[src/rtl/lives_controller.sv]
// rtl/lives_controller.sv - lives/invulnerability FSM driving an external lives decrementer (optional bonus life: LIVES_EXTRA_LIFE_EN)
module lives_controller #(
    parameter int unsigned INVULN_CYCLES = 100,
    parameter int unsigned MAX_LIVES     = 9
) (
    input  logic       clock,
    input  logic       clr_n,
    input  logic       start,
    input  logic       collision,
    input  logic       extra_life,
    input  logic [3:0] lives_q,
    output logic       lives_clr,
    output logic       lives_ld,
    output logic [3:0] lives_d,
    output logic       lives_en,
    output logic       invulnerable,
    output logic       game_over,
    output logic [2:0] state
);

    typedef enum logic [2:0] {
        S_IDLE      = 3'd0,
        S_PLAYING   = 3'd1,
        S_HIT       = 3'd2,
        S_INVULN    = 3'd3,
        S_GAME_OVER = 3'd4
    } state_t;

    localparam logic [15:0] TIMER_LOAD = 16'(INVULN_CYCLES - 1);

    state_t      state_q, state_d;
    logic [15:0] timer_q, timer_d;

    // Next-state and invulnerability timer; HIT always lasts one cycle, INVULN lasts INVULN_CYCLES
    always_comb begin
        state_d = state_q;
        timer_d = timer_q;
        case (state_q)
            S_IDLE: begin
                if (start) state_d = S_PLAYING;
            end
            S_PLAYING: begin
                if (collision) state_d = S_HIT;
            end
            S_HIT: begin
                // lives_q still holds the pre-decrement value here
                if (lives_q <= 4'd1) begin
                    state_d = S_GAME_OVER;
                end else begin
                    state_d = S_INVULN;
                    timer_d = TIMER_LOAD;
                end
            end
            S_INVULN: begin
                if (timer_q == 16'd0) state_d = S_PLAYING;
                else                  timer_d = timer_q - 16'd1;
            end
            S_GAME_OVER: begin
                if (start) state_d = S_PLAYING;
            end
            default: begin
                state_d = S_IDLE;
                timer_d = 16'd0;
            end
        endcase
    end

    // State and timer registers with synchronous clear
    always_ff @(posedge clock) begin
        if (!clr_n) begin
            state_q <= S_IDLE;
            timer_q <= 16'd0;
        end else begin
            state_q <= state_d;
            timer_q <= timer_d;
        end
    end

    // Decrementer controls decoded from state; clear in GAME_OVER is Mealy on start so lives is 3 on entry to PLAYING
    always_comb begin
        state        = state_q;
        lives_en     = (state_q == S_HIT);
        invulnerable = (state_q == S_INVULN);
        game_over    = (state_q == S_GAME_OVER);
        lives_clr    = (state_q == S_IDLE) || ((state_q == S_GAME_OVER) && start);
    end

`ifdef LIVES_EXTRA_LIFE_EN
    localparam logic [3:0] MAX_L = 4'(MAX_LIVES);

    logic bonus_ok;

    // Bonus life loads lives_q+1 below the ceiling, only while the ship is alive and not being hit
    always_comb begin
        bonus_ok = ((state_q == S_PLAYING) || (state_q == S_INVULN)) &&
                   extra_life && (lives_q < MAX_L);
        lives_ld = bonus_ok;
        lives_d  = bonus_ok ? (lives_q + 4'd1) : 4'd0;
    end
`else
    logic unused_extra_life;

    // Bonus-life feature absent: load port held idle
    always_comb begin
        unused_extra_life = extra_life;
        lives_ld          = 1'b0;
        lives_d           = 4'd0;
    end
`endif

endmodule
[config.mk]
export PLATFORM = sky130hd
export DESIGN_NAME = lives_controller
export DESIGN_NICKNAME = d
export VERILOG_FILES = /design/src/rtl/lives_controller.sv
export SDC_FILE = /design/constraint.sdc
export NUM_CORES = 1
export LEC_CHECK = 0
export CELL_PAD_IN_SITES_DETAIL_PLACEMENT = 0
export CELL_PAD_IN_SITES_GLOBAL_PLACEMENT = 1
export CORE_AREA = 4 4 73 55
export CTS_BUF_LIST = sky130_fd_sc_hd__clkbuf_4
export CTS_CLUSTER_DIAMETER = 80
export DETAILED_ROUTE_END_ITERATION = 7
export DIE_AREA = 0 0 77 59
export DONT_BUFFER_PORTS = 1
export PLACE_DENSITY = 0.64
export SLEW_MARGIN = 20
export SYNTH_ARGS = -nofsm -noshare
export SYNTH_HDL_FRONTEND = slang
export SYNTH_SLANG_ARGS = --single-unit
[constraint.sdc]
create_clock -name clock -period 2.2 [get_ports clock]
set_clock_uncertainty 0.15 [all_clocks]
set_input_delay 0.33 -clock clock [delete_from_list [all_inputs] [get_ports clock]]
set_output_delay 0.33 -clock clock [all_outputs]
set_load 0.01 [all_outputs]
==> summary.md, run 1 <==
| Metric | Value |
|---|---|
| Seq pwr share | `46.6%` |
| First-pass GRT wire length | `4636 um` |
| Initial Util | `33.15%` |
| Clk buf depth | `2` |
| Drt first pass iters | `4` |
| Max Fanout on Critical Path | `4` |
| FMAX | `approximately 450 MHz` |
| Hold slack | `0.02026 ns` |
| Synth top area cells | `dfxtp_1, nor2_1, xnor2_1` |
| Seq/Total Area, Yosys | `between 30% and 40%` |
| Drt via density | `between 5 and 6` |
| Top-level I/O count | `21` |
| Layout area overhead | `21.60%` |
| Rows | `18` |
| # setup viols final | `1` |
| Worst path slowest cell | `or4_4` |
| Rel. slew slack | `66.31%` |
| Core area | `0.003356 mm^2` |
| Final Hold Vio Count | `0` |
| Die W | `77 um` |
| Worst endpoint required time | `2.30 ns` |
| Final min period | `2.211 ns` |
| Gpl congestion | `between 0.8 and 0.9` |
| # DRC | `0` |
| Post-layout util | `40.31%` |
| Synth Instances | `140` |
| Syn Std Cell Area | `roughly 0.0011 mm^2` |
| DP HPWL | `2240 um` |
| Fin worst setup slack | `-0.01063 ns` |
| Pwr Density | `about 590 mW/mm^2` |
| Crit Path Category | `reg -> reg` |
| Area leader, netlist | `dfxtp_1` |
| Fin nets | `170` |
| Crit-path leading delay family | `simple AND/OR/NAND/NOR gates` |
| Comb pwr share | `between 20% and 30%` |
| Leak | `0.5619 nW` |
| Slew @ Worst Pin | `0.4926 ns` |
| # port buffers | `0` |
| CP most frequent cell | `or4_4` |
| HP Class | `in -> reg` |
| Fin. max-slew vios | `0` |
| Die area | `0.004543 mm^2` |
| Switching pwr | `~0.26 mW` |
| CTS tree | `built` |
| Remaining Overflow, GRT | `0` |
| Avg Synthesized Cell Area | `7.945 um^2` |
| Critical path capture point type | `flop` |
| Clk_lat worst skew | `around 0.31 ns` |
| RSZ-0062 raised after global routing | `yes` |
| Synth Area in Adders | `1.125%` |
| Post-synthesis mux area share | `under 10%` |
| YS warnings | `0` |
| Top-area cell type share of the netlist area | `34.20%` |
| Max_cap viols | `0` |
| Wirelength per Cell | `14.71 um` |
| Flops & latches, synth | `19` |
| Root Buffer Master | `clkbuf_4` |
| CP peak stage delay | `0.57 ns` |
| Total wire length | `about 3000 um` |
| Total power | `about 0.80 mW` |
| Tcrit/Tclk final | `100.5%` |
| Worst IR drop on VDD | `between 0.3 and 0.4 mV` |
| Die Y | `59 um` |
| Routed vias | `1035` |
| Clock slew at reported path FFs | `0.13 ns` |
| Largest net degree at the start of global routing | `13` |
| ANT cells | `0` |
| Crit path buffers/inverters | `0` |
| Post-synthesis cell type count | `33` |
| Total track usage | `between 10% and 20%` |
| Clock power share | `25.2%` |
| Final ANT Viol Nets | `0` |
| Largest family of logic cells by synthesized area | `simple AND/OR/NAND/NOR gates` |
| Violated checks | `negative setup slack` |
| Critical path arrival | `2.32 ns` |
| Proportion of layout cells with a drive suffix above 1 | `23.27%` |
| Status | `complete, but fails checks` |
| Internal | `0.5413 mW` |
| Sw frac | `32.04%` |
| Post-Synth Simple-Gate Area | `26.55%` |
| Antenna violations before repair | `0` |
| Vias in the first global route | `976` |
| Synth Area in XOR/XNOR | `7.874%` |
| Num CTS Buffers | `3` |
| Initial DRC Count | `between 40 and 50` |
| Sink Count | `19` |
| Critical Path Start Type | `flop` |
| Max H-tree Level | `1` |
| CP Cell Sequence | `or4_4, nand2b_4, a2111o_1, or4_4, a21oi_2` |
| Setup bufs post-CTS | `0` |
| Synth Area in Compound Gates | `19.46%` |
## area by class of cell
class / count / area, um^2
sequential: 19 / 382.9
inverter: 8 / 30.03
fill: 343 / 2003
clock buffer: 4 / 30.03
tap: 40 / 50.05
multi-input combinational: 107 / 699.4
timing repair buffer: 21 / 160.2
## registers in the layout, summed over array words and instances (netlist names)
| register | cells |
|---|---|
| state | 3 |
| timer_q | 16 |
## synthesized netlist by cell type
master / number
conb_1: 1
or4_1: 2
xnor2_1: 9
o31ai_1: 2
a31oi_1: 2
nor4_2: 1
mux2i_1: 3
ha_1: 1
dfxtp_1: 19
nor3_1: 8
o41ai_1: 1
a2111oi_2: 2
nor2_1: 21
a2111oi_0: 2
or2_2: 2
xor2_1: 1
a2111o_1: 1
nand3b_1: 2
inv_1: 8
or4_4: 1
nor4_1: 2
a21oi_1: 10
buf_4: 5
o21a_1: 1
o21ai_0: 2
clkbuf_1: 5
nand2_1: 7
o221ai_1: 1
nand3_1: 3
nand2b_1: 3
a21o_1: 2
a211oi_1: 4
or3_1: 6
## stage by stage
stage | cells | setup slack [ns] | setup TNS [ns] | area (um^2)
floorplan | 144 | 0.05781 | 0 | 1127
global placement | 194 | 0.06360 | 0 | 1277
detailed placement | 194 | 0.02230 | 0 | 1277
CTS | 199 | 0.006655 | 0 | 1318
global route | 199 | -0.07781 | -0.1922 | 1353
finish | 199 | -0.01063 | -0.01063 | 1353
## placed cells by master, fill, tap and decap left out, drive strengths merged
cell type,instances
nand3b,2
a21o,2
or4,3
a211oi,4
nand2,7
a2111oi,4
a21oi,10
or2,2
dfxtp,19
ha,1
or3,6
o41ai,1
o31ai,2
nor4,3
xor2,1
buf,20
conb,5
mux2i,3
dlygate4sd3,1
o221ai,1
nor2,21
o21ai,2
clkbuf,4
nand3,3
xnor2,9
a2111o,1
nor3,8
o21a,1
inv,8
a31oi,2
nand2b,3
## per-layer routing
metal	part of all wire (%)	track usage, %
met1	50	18.55
met2	45	19.98
met3	4.0	3.191
met4	0.51	2.284
met5	0	0
## power groups by stage
stage | Sequential (mW) | Combinational (mW) | Clock (mW)
after floorplan | 0.376 | 0.137 | 0
after global placement | 0.377 | 0.208 | 0
after detailed placement | 0.378 | 0.211 | 0
after CTS | 0.370 | 0.214 | 0.211
after global routing | 0.374 | 0.245 | 0.221
final | 0.371 | 0.225 | 0.201
## kinds of logic after synthesis
kind of cell / count (synthesis)
XOR/XNOR: 10
AO/OA/AOI/OAI: 30
adder cells (fa/ha/maj): 1
multiplexers: 3
buffers and inverters: 18
AND/OR/NAND/NOR: 58
other: 1
flip-flops: 19
## worst paths after layout
| path | start | to | slack, ns | cells after the start |
|---|---|---|---|---|
| worst max-delay path | timer_q[9]$_SDFFE_PN0P_ | timer_q[13]$_SDFFE_PN0P_ | -0.01 | 5 |
| worst min register to register | timer_q[13]$_SDFFE_PN0P_ | timer_q[13]$_SDFFE_PN0P_ | 0.35 | 2 |
| worst max register to register | timer_q[9]$_SDFFE_PN0P_ | timer_q[13]$_SDFFE_PN0P_ | -0.01 | 5 |
| worst min-delay path | clr_n | timer_q[6]$_SDFFE_PN0P_ | 0.02 | 2 |
## timing repair
| action | 4_1_cts | 5_1_grt |
|---|---|---|
| gates resized for setup | 0 | 7 |
| endpoints found under the setup margin | 0 | 7 |
| hold buffers | 1 | 0 |
| hold endpoints to repair | 1 | 0 |
(Power assumes the default switching activity.)
==> run 2, diff against run 1 <==
- CELL_PAD_IN_SITES_DETAIL_PLACEMENT: 0 -> unset
- CELL_PAD_IN_SITES_GLOBAL_PLACEMENT: 1 -> unset
- PLACE_DENSITY: 0.64 -> 0.5
==> run 2 against run 1 <==
  * The flow now finishes without violations
  * Cell count down 0.50%
  * First-iteration DRC count up 36%
  * Utilization down 0.22 points
  * Critical path type unchanged
  * Largest cell class unchanged
  * Largest power group unchanged
==> summary.md, run 2 (synthesized netlist as in run 1, its figures left out) <==
| Metric | Value |
|---|---|
| Status | `finished clean` |
| Root Buffer Master | `clkbuf_4` |
| ANT cells | `0 (unchanged)` |
| # DRC | `0 (unchanged)` |
| Die W | `77 um (unchanged)` |
| Tcrit/Tclk final | `98.48% (-2.0 points)` |
| Total track usage | `11.89% (-1.0 points)` |
| Largest net degree at the start of global routing | `13 (unchanged)` |
| Slew @ Worst Pin | `0.4849 ns (-0.007722 ns)` |
| GR met3 Demand/Resource | `3.951% (+0.76 points)` |
| Die area | `0.004543 mm^2 (unchanged)` |
| Final min period | `2.167 ns (-0.04407 ns)` |
| Fin nets | `169 (-0.59%)` |
| Multi-input gate area | `700.7 um^2 (+0.18%)` |
| Wirelength per Cell | `13.51 um (-8.2%)` |
| Leak | `0.5582 nW (-0.66%)` |
| Initial DRC Count | `60 (+36%)` |
| Pwr Density | `583.0 mW/mm^2 (-1.0%)` |
| # port buffers | `0 (unchanged)` |
| Num CTS Buffers | `3 (unchanged)` |
| Clk buf depth | `2 (unchanged)` |
| Fill cells | `339 (-1.2%)` |
| Max Fanout on Critical Path | `5 (+1)` |
| Top-level I/O count | `21 (unchanged)` |
| Core area | `0.003356 mm^2 (unchanged)` |
| Number of flip-flops in the largest register | `16 (unchanged)` |
| Routed vias | `1057 (+2.1%)` |
| Flop2flop setup slack | `0.03 ns (+0.04 ns)` |
| Max H-tree Level | `1 (unchanged)` |
| Remaining Overflow, GRT | `0 (unchanged)` |
| Fin. max-slew vios | `0 (unchanged)` |
| FMAX | `461.6 MHz (+2.0%)` |
| FF/Latch Area | `381.6 um^2 (-0.33%)` |
| CTS tree | `built` |
| Post-layout util | `40.08% (-0.22 points)` |
| Rel. slew slack | `66.84% (+0.53 points)` |
| Met1 Use GR | `16.70% (-1.8 points)` |
| Antenna violations before repair | `0 (unchanged)` |
| Rows | `18 (unchanged)` |
| Gpl congestion | `0.7588 (-7.2%)` |
| Most frequent cells in the layout | `nor2_1, buf_4, dfxtp_1` |
| Drt first pass iters | `4 (unchanged)` |
| Clock slew at reported path FFs | `0.11 ns (-0.02 ns)` |
| Crit Path Category | `reg -> reg` |
| Commonest non-fill, non-tap cell in the layout | `nor2_1` |
| Total wire length | `2674 um (-8.6%)` |
| Worst IR drop on VDD | `0.3677 mV (-1.2%)` |
| Sink Count | `19 (unchanged)` |
| Clk_lat worst skew | `0.30 ns (about the same)` |
| DP HPWL | `1998 um (-11%)` |
| Vias in the first global route | `915 (-6.3%)` |
| Final ANT Viol Nets | `0 (unchanged)` |
| Layout area overhead | `20.92%` |
| # setup viols final | `0 (-1)` |
| Critical Path Start Type | `flop` |
| Drt via density | `5.338 (+2.6%)` |
| Worst endpoint required time | `2.28 ns (-0.02 ns)` |
| Die Y | `59 um (unchanged)` |
| RSZ-0062 raised after global routing | `yes` |
| Largest register by flop count | `timer_q` |
| Final Hold Vio Count | `0 (unchanged)` |
| First-pass GRT wire length | `4347 um (-6.2%)` |
| GRT Max-Usage Layer | `met2` |
| Critical path arrival | `2.25 ns (-0.07 ns)` |
| Hold slack | `0.01737 ns (-0.002886 ns)` |
| HP Class | `in -> reg` |
| Initial Util | `33.15% (unchanged)` |
| Proportion of layout cells with a drive suffix above 1 | `20.25% (-3.0 points)` |
| Met2 GRT Util | `17.87% (-2.1 points)` |
| Critical path capture point type | `flop` |
| Max_cap viols | `0 (unchanged)` |
-- run 2: changes by cell type in the layout (fill, tap and decap cells not counted), sizes merged --
cell,previous run,this run
buf,20,19
-- run 2: final cells by class --
class,count,share of cell area [%]
inverters,8,2.233
flip-flops and latches,19,28.37
multi-input cells,107,52.09
well taps,40,3.721
repair buffers,20,11.35
clock buffers,4,2.233
-- run 2: path summary, 6_finish.rpt --
kind                                               start                  endpoint  cells after the start
worst min register to register  timer_q[13]$_SDFFE_PN0P_  timer_q[13]$_SDFFE_PN0P_                      2
worst min-delay path                               clr_n   timer_q[6]$_SDFFE_PN0P_                      2
worst max register to register   timer_q[9]$_SDFFE_PN0P_  timer_q[13]$_SDFFE_PN0P_                      5
worst max-delay path             timer_q[9]$_SDFFE_PN0P_  timer_q[13]$_SDFFE_PN0P_                      5
-- run 2: layer usage --
layer / part of all wire [%] / vias up
li1: - / 530
met1: 50 / 493
met3: 5.3 / 4
met5: 0 / -
met4: 0.90 / 0
met2: 44 / 30
-- run 2: timing repair --
item,CTS,global route
cloned,0,0
buffers inserted,2,0
pin swaps,1,2
hold buffers,1,0
setup endpoints to repair,1,4
endpoints found under the hold margin,1,0
gates resized for setup,0,5
-- run 2: per-stage QoR --
stage / power [mW] / instances / instance area [um^2] / setup TNS, ns / worst slack (ns)
after detailed placement: 0.5758 / 191 / 1255 / 0 / 0.008344
final: 0.7841 / 198 / 1345 / 0 / 0.03344
after global routing: 0.8325 / 198 / 1345 / -0.08016 / -0.05046
after global placement: 0.5748 / 191 / 1255 / 0 / 0.05451
after CTS: 0.7767 / 198 / 1310 / 0 / 0.002282
after floorplan: 0.5130 / 144 / 1127 / 0 / 0.05781
-- run 2: worst max-delay path, stage by stage (launching register included) --
cell      delay, ns
dfxtp_2        0.34
or4_4          0.57
nand2b_4       0.16
a2111o_1       0.35
or4_1          0.41
a21oi_1        0.13
-- run 2: power breakdown --
| group | switching (mW) | internal (mW) |
|---|---|---|
| registers | 0.0138 | 0.356 |
| clock network | 0.109 | 0.0830 |
| logic | 0.121 | 0.101 |
| total | 0.244 | 0.540 |
==> run 3, diff against run 2 <==
--- a/config.mk
+++ b/config.mk
@@ -13,3 +13,3 @@
 export DONT_BUFFER_PORTS = 1
-export PLACE_DENSITY = 0.5
+export PLACE_DENSITY = 0.6
 export SLEW_MARGIN = 20
==> constraint.sdc (replaced) <==
create_clock -name clock -period 2.2 [get_ports clock]
set_clock_uncertainty 0.15 [all_clocks]
set_input_delay 0.44 -clock clock [delete_from_list [all_inputs] [get_ports clock]]
set_output_delay 0.44 -clock clock [all_outputs]
set_load 0.01 [all_outputs]
==> run 3 against run 2 <==
  * Fmax down 1.5%
  * Sequential cell count did not move
  * Final area decreased by 1.7%
  * Count of clock-buffer cells in the layout fell by 1
  * Non-clock buffer count decreased by 1
  * Routed wire length up 2.2%
  * Via count fell by 1.4%
  * Total power is 1.4% lower
  * Register-to-register slack got worse by 0.03 ns
  * Cell count fell by 0.51%
  * Setup slack worse by 0.033 ns
  * Largest cell class unchanged
  * Largest power group unchanged
==> summary.md, run 3 (synthesized netlist as in run 1, its figures left out) <==
| Metric | Value |
|---|---|
| Crit Reg-Reg Startpoint | `timer_q[6]$_SDFFE_PN0P_` |
| CTS tree | `built` |
| Layout area overhead | `18.90%` |
| Worst IR drop on VDD | `0.3972 mV (+8.0%)` |
| Num CTS Buffers | `3 (unchanged)` |
| Clk_lat worst skew | `0.31 ns (about the same)` |
| Largest register by flop count | `timer_q` |
| Number of flip-flops in the largest register | `16 (unchanged)` |
| Leak | `0.5505 nW (-1.4%)` |
| DP HPWL | `2047 um (+2.4%)` |
| Critical path capture point type | `flop` |
| Post-layout util | `39.41% (-0.67 points)` |
| Proportion of layout cells with a drive suffix above 1 | `21.02% (+0.77 points)` |
| Final min period | `2.199 ns (+0.03293 ns)` |
| Critical path arrival | `2.25 ns (about the same)` |
| # DRC | `0 (unchanged)` |
| # hold bufs at CTS | `0 (-1)` |
| Pwr Density | `584.6 mW/mm^2 (+0.28%)` |
| First-pass GRT wire length | `4340 um (-0.16%)` |
| # port buffers | `0 (unchanged)` |
| HP Class | `in -> reg` |
| Vias in the first global route | `923 (+0.87%)` |
| Sink Count | `19 (unchanged)` |
| Max H-tree Level | `1 (unchanged)` |
| Drt via density | `5.289 (-0.92%)` |
| FMAX | `454.7 MHz (-1.5%)` |
| Clk buf depth | `2 (unchanged)` |
| Multi-input gate area | `689.4 um^2 (-1.6%)` |
| Initial DRC Count | `65 (+8.3%)` |
| Crit Path Category | `reg -> reg` |
| Core area | `0.003356 mm^2 (unchanged)` |
| Fin nets | `168 (-0.59%)` |
| Tcrit/Tclk final | `99.98% (+1.5 points)` |
| Remaining Overflow, GRT | `0 (unchanged)` |
| Routed vias | `1042 (-1.4%)` |
| ANT cells | `0 (unchanged)` |
| Gpl congestion | `0.8451 (+11%)` |
| Hold path startpoint | `clr_n` |
| Initial Util | `33.15% (unchanged)` |
| Fill cells | `360 (+6.2%)` |
| Antenna violations before repair | `0 (unchanged)` |
| RSZ-0062 raised after global routing | `yes` |
| Root Buffer Master | `clkbuf_4` |
| Most frequent cells in the layout | `nor2_1, buf_4, dfxtp_1` |
| Hold slack | `0.1014 ns (+0.08403 ns)` |
| FF/Latch Area | `382.9 um^2 (+0.33%)` |
| Final Hold Vio Count | `0 (unchanged)` |
| Largest net degree at the start of global routing | `13 (unchanged)` |
| Max Fanout on Critical Path | `5 (unchanged)` |
| Status | `finished clean` |
| Critical Path Start Type | `flop` |
| # setup viols final | `0 (unchanged)` |
| Drt first pass iters | `4 (unchanged)` |
| Top-level I/O count | `21 (unchanged)` |
| Commonest non-fill, non-tap cell in the layout | `nor2_1` |
| Total wire length | `2732 um (+2.2%)` |
| Final ANT Viol Nets | `0 (unchanged)` |
| Critical path launch point | `timer_q[6]$_SDFFE_PN0P_` |
| Max_cap viols | `0 (unchanged)` |
| Rows | `18 (unchanged)` |
| Clock slew at reported path FFs | `0.11 ns (about the same)` |
| Fin. max-slew vios | `0 (unchanged)` |
| Worst endpoint required time | `2.25 ns (-0.03 ns)` |
| Total track usage | `12.19% (+0.31 points)` |
| Die Y | `59 um (unchanged)` |
| Wirelength per Cell | `13.87 um (+2.7%)` |
| Total power | `0.7732 mW (-1.4%)` |
| Die area | `0.004543 mm^2 (unchanged)` |
| Die W | `77 um (unchanged)` |
[run 3: stage by stage]
step / setup TNS [ns] / cell area (um^2) / setup slack (ns) / instances
5_1_grt: -0.1695 / 1323 / -0.06548 / 197
3_3_place_gp: 0 / 1262 / 0.05146 / 192
2_1_floorplan: 0 / 1127 / 0.05781 / 144
3_5_place_dp: 0 / 1262 / 0.02874 / 192
6_report: 0 / 1323 / 0.0005136 / 197
4_1_cts: 0 / 1297 / 0.007296 / 197
[run 3: path summary, 6_finish.rpt]
check,to,slack (ns),depth (start not counted)
max,timer_q[15]$_SDFFE_PN0P_,0.0005,5
min,timer_q[5]$_SDFFE_PN0P_,0.10,2
max reg2reg,timer_q[15]$_SDFFE_PN0P_,0.0005,5
min reg2reg,timer_q[13]$_SDFFE_PN0P_,0.33,2
[run 3: layout make-up]
class	instances	share of cell area, %
timing repair buffer	19	10.79
inverter	8	2.271
clock buffer	3	1.703
clock inverter	1	0.3784
sequential	19	28.95
tap	40	3.784
multi-input combinational	107	52.13
[run 3: power breakdown]
group | internal, mW | switching (mW)
registers | 0.356 | 0.0145
clock network | 0.0681 | 0.117
logic | 0.0985 | 0.119
total | 0.523 | 0.250
[run 3: timing repair]
item	CTS	global route
setup buffers	1	0
resized for setup	0	6
gates cloned	0	0
endpoints found under the setup margin	1	5
pin swaps	1	1
[run 3: layer usage]
metal	global-route usage, %	vias up	wire length, um
met5	0	-	0
met3	3.951	5	114
met2	17.74	25	1272
met1	16.82	487	1308
met4	4.822	0	37
li1	-	525	-
[run 3: worst max-delay path, stage by stage (launching register included)]
cell,delay (ns)
dfxtp_2,0.34
or4_4,0.57
or4_1,0.48
a2111oi_4,0.34
xnor2_1,0.16
nor2_1,0.05
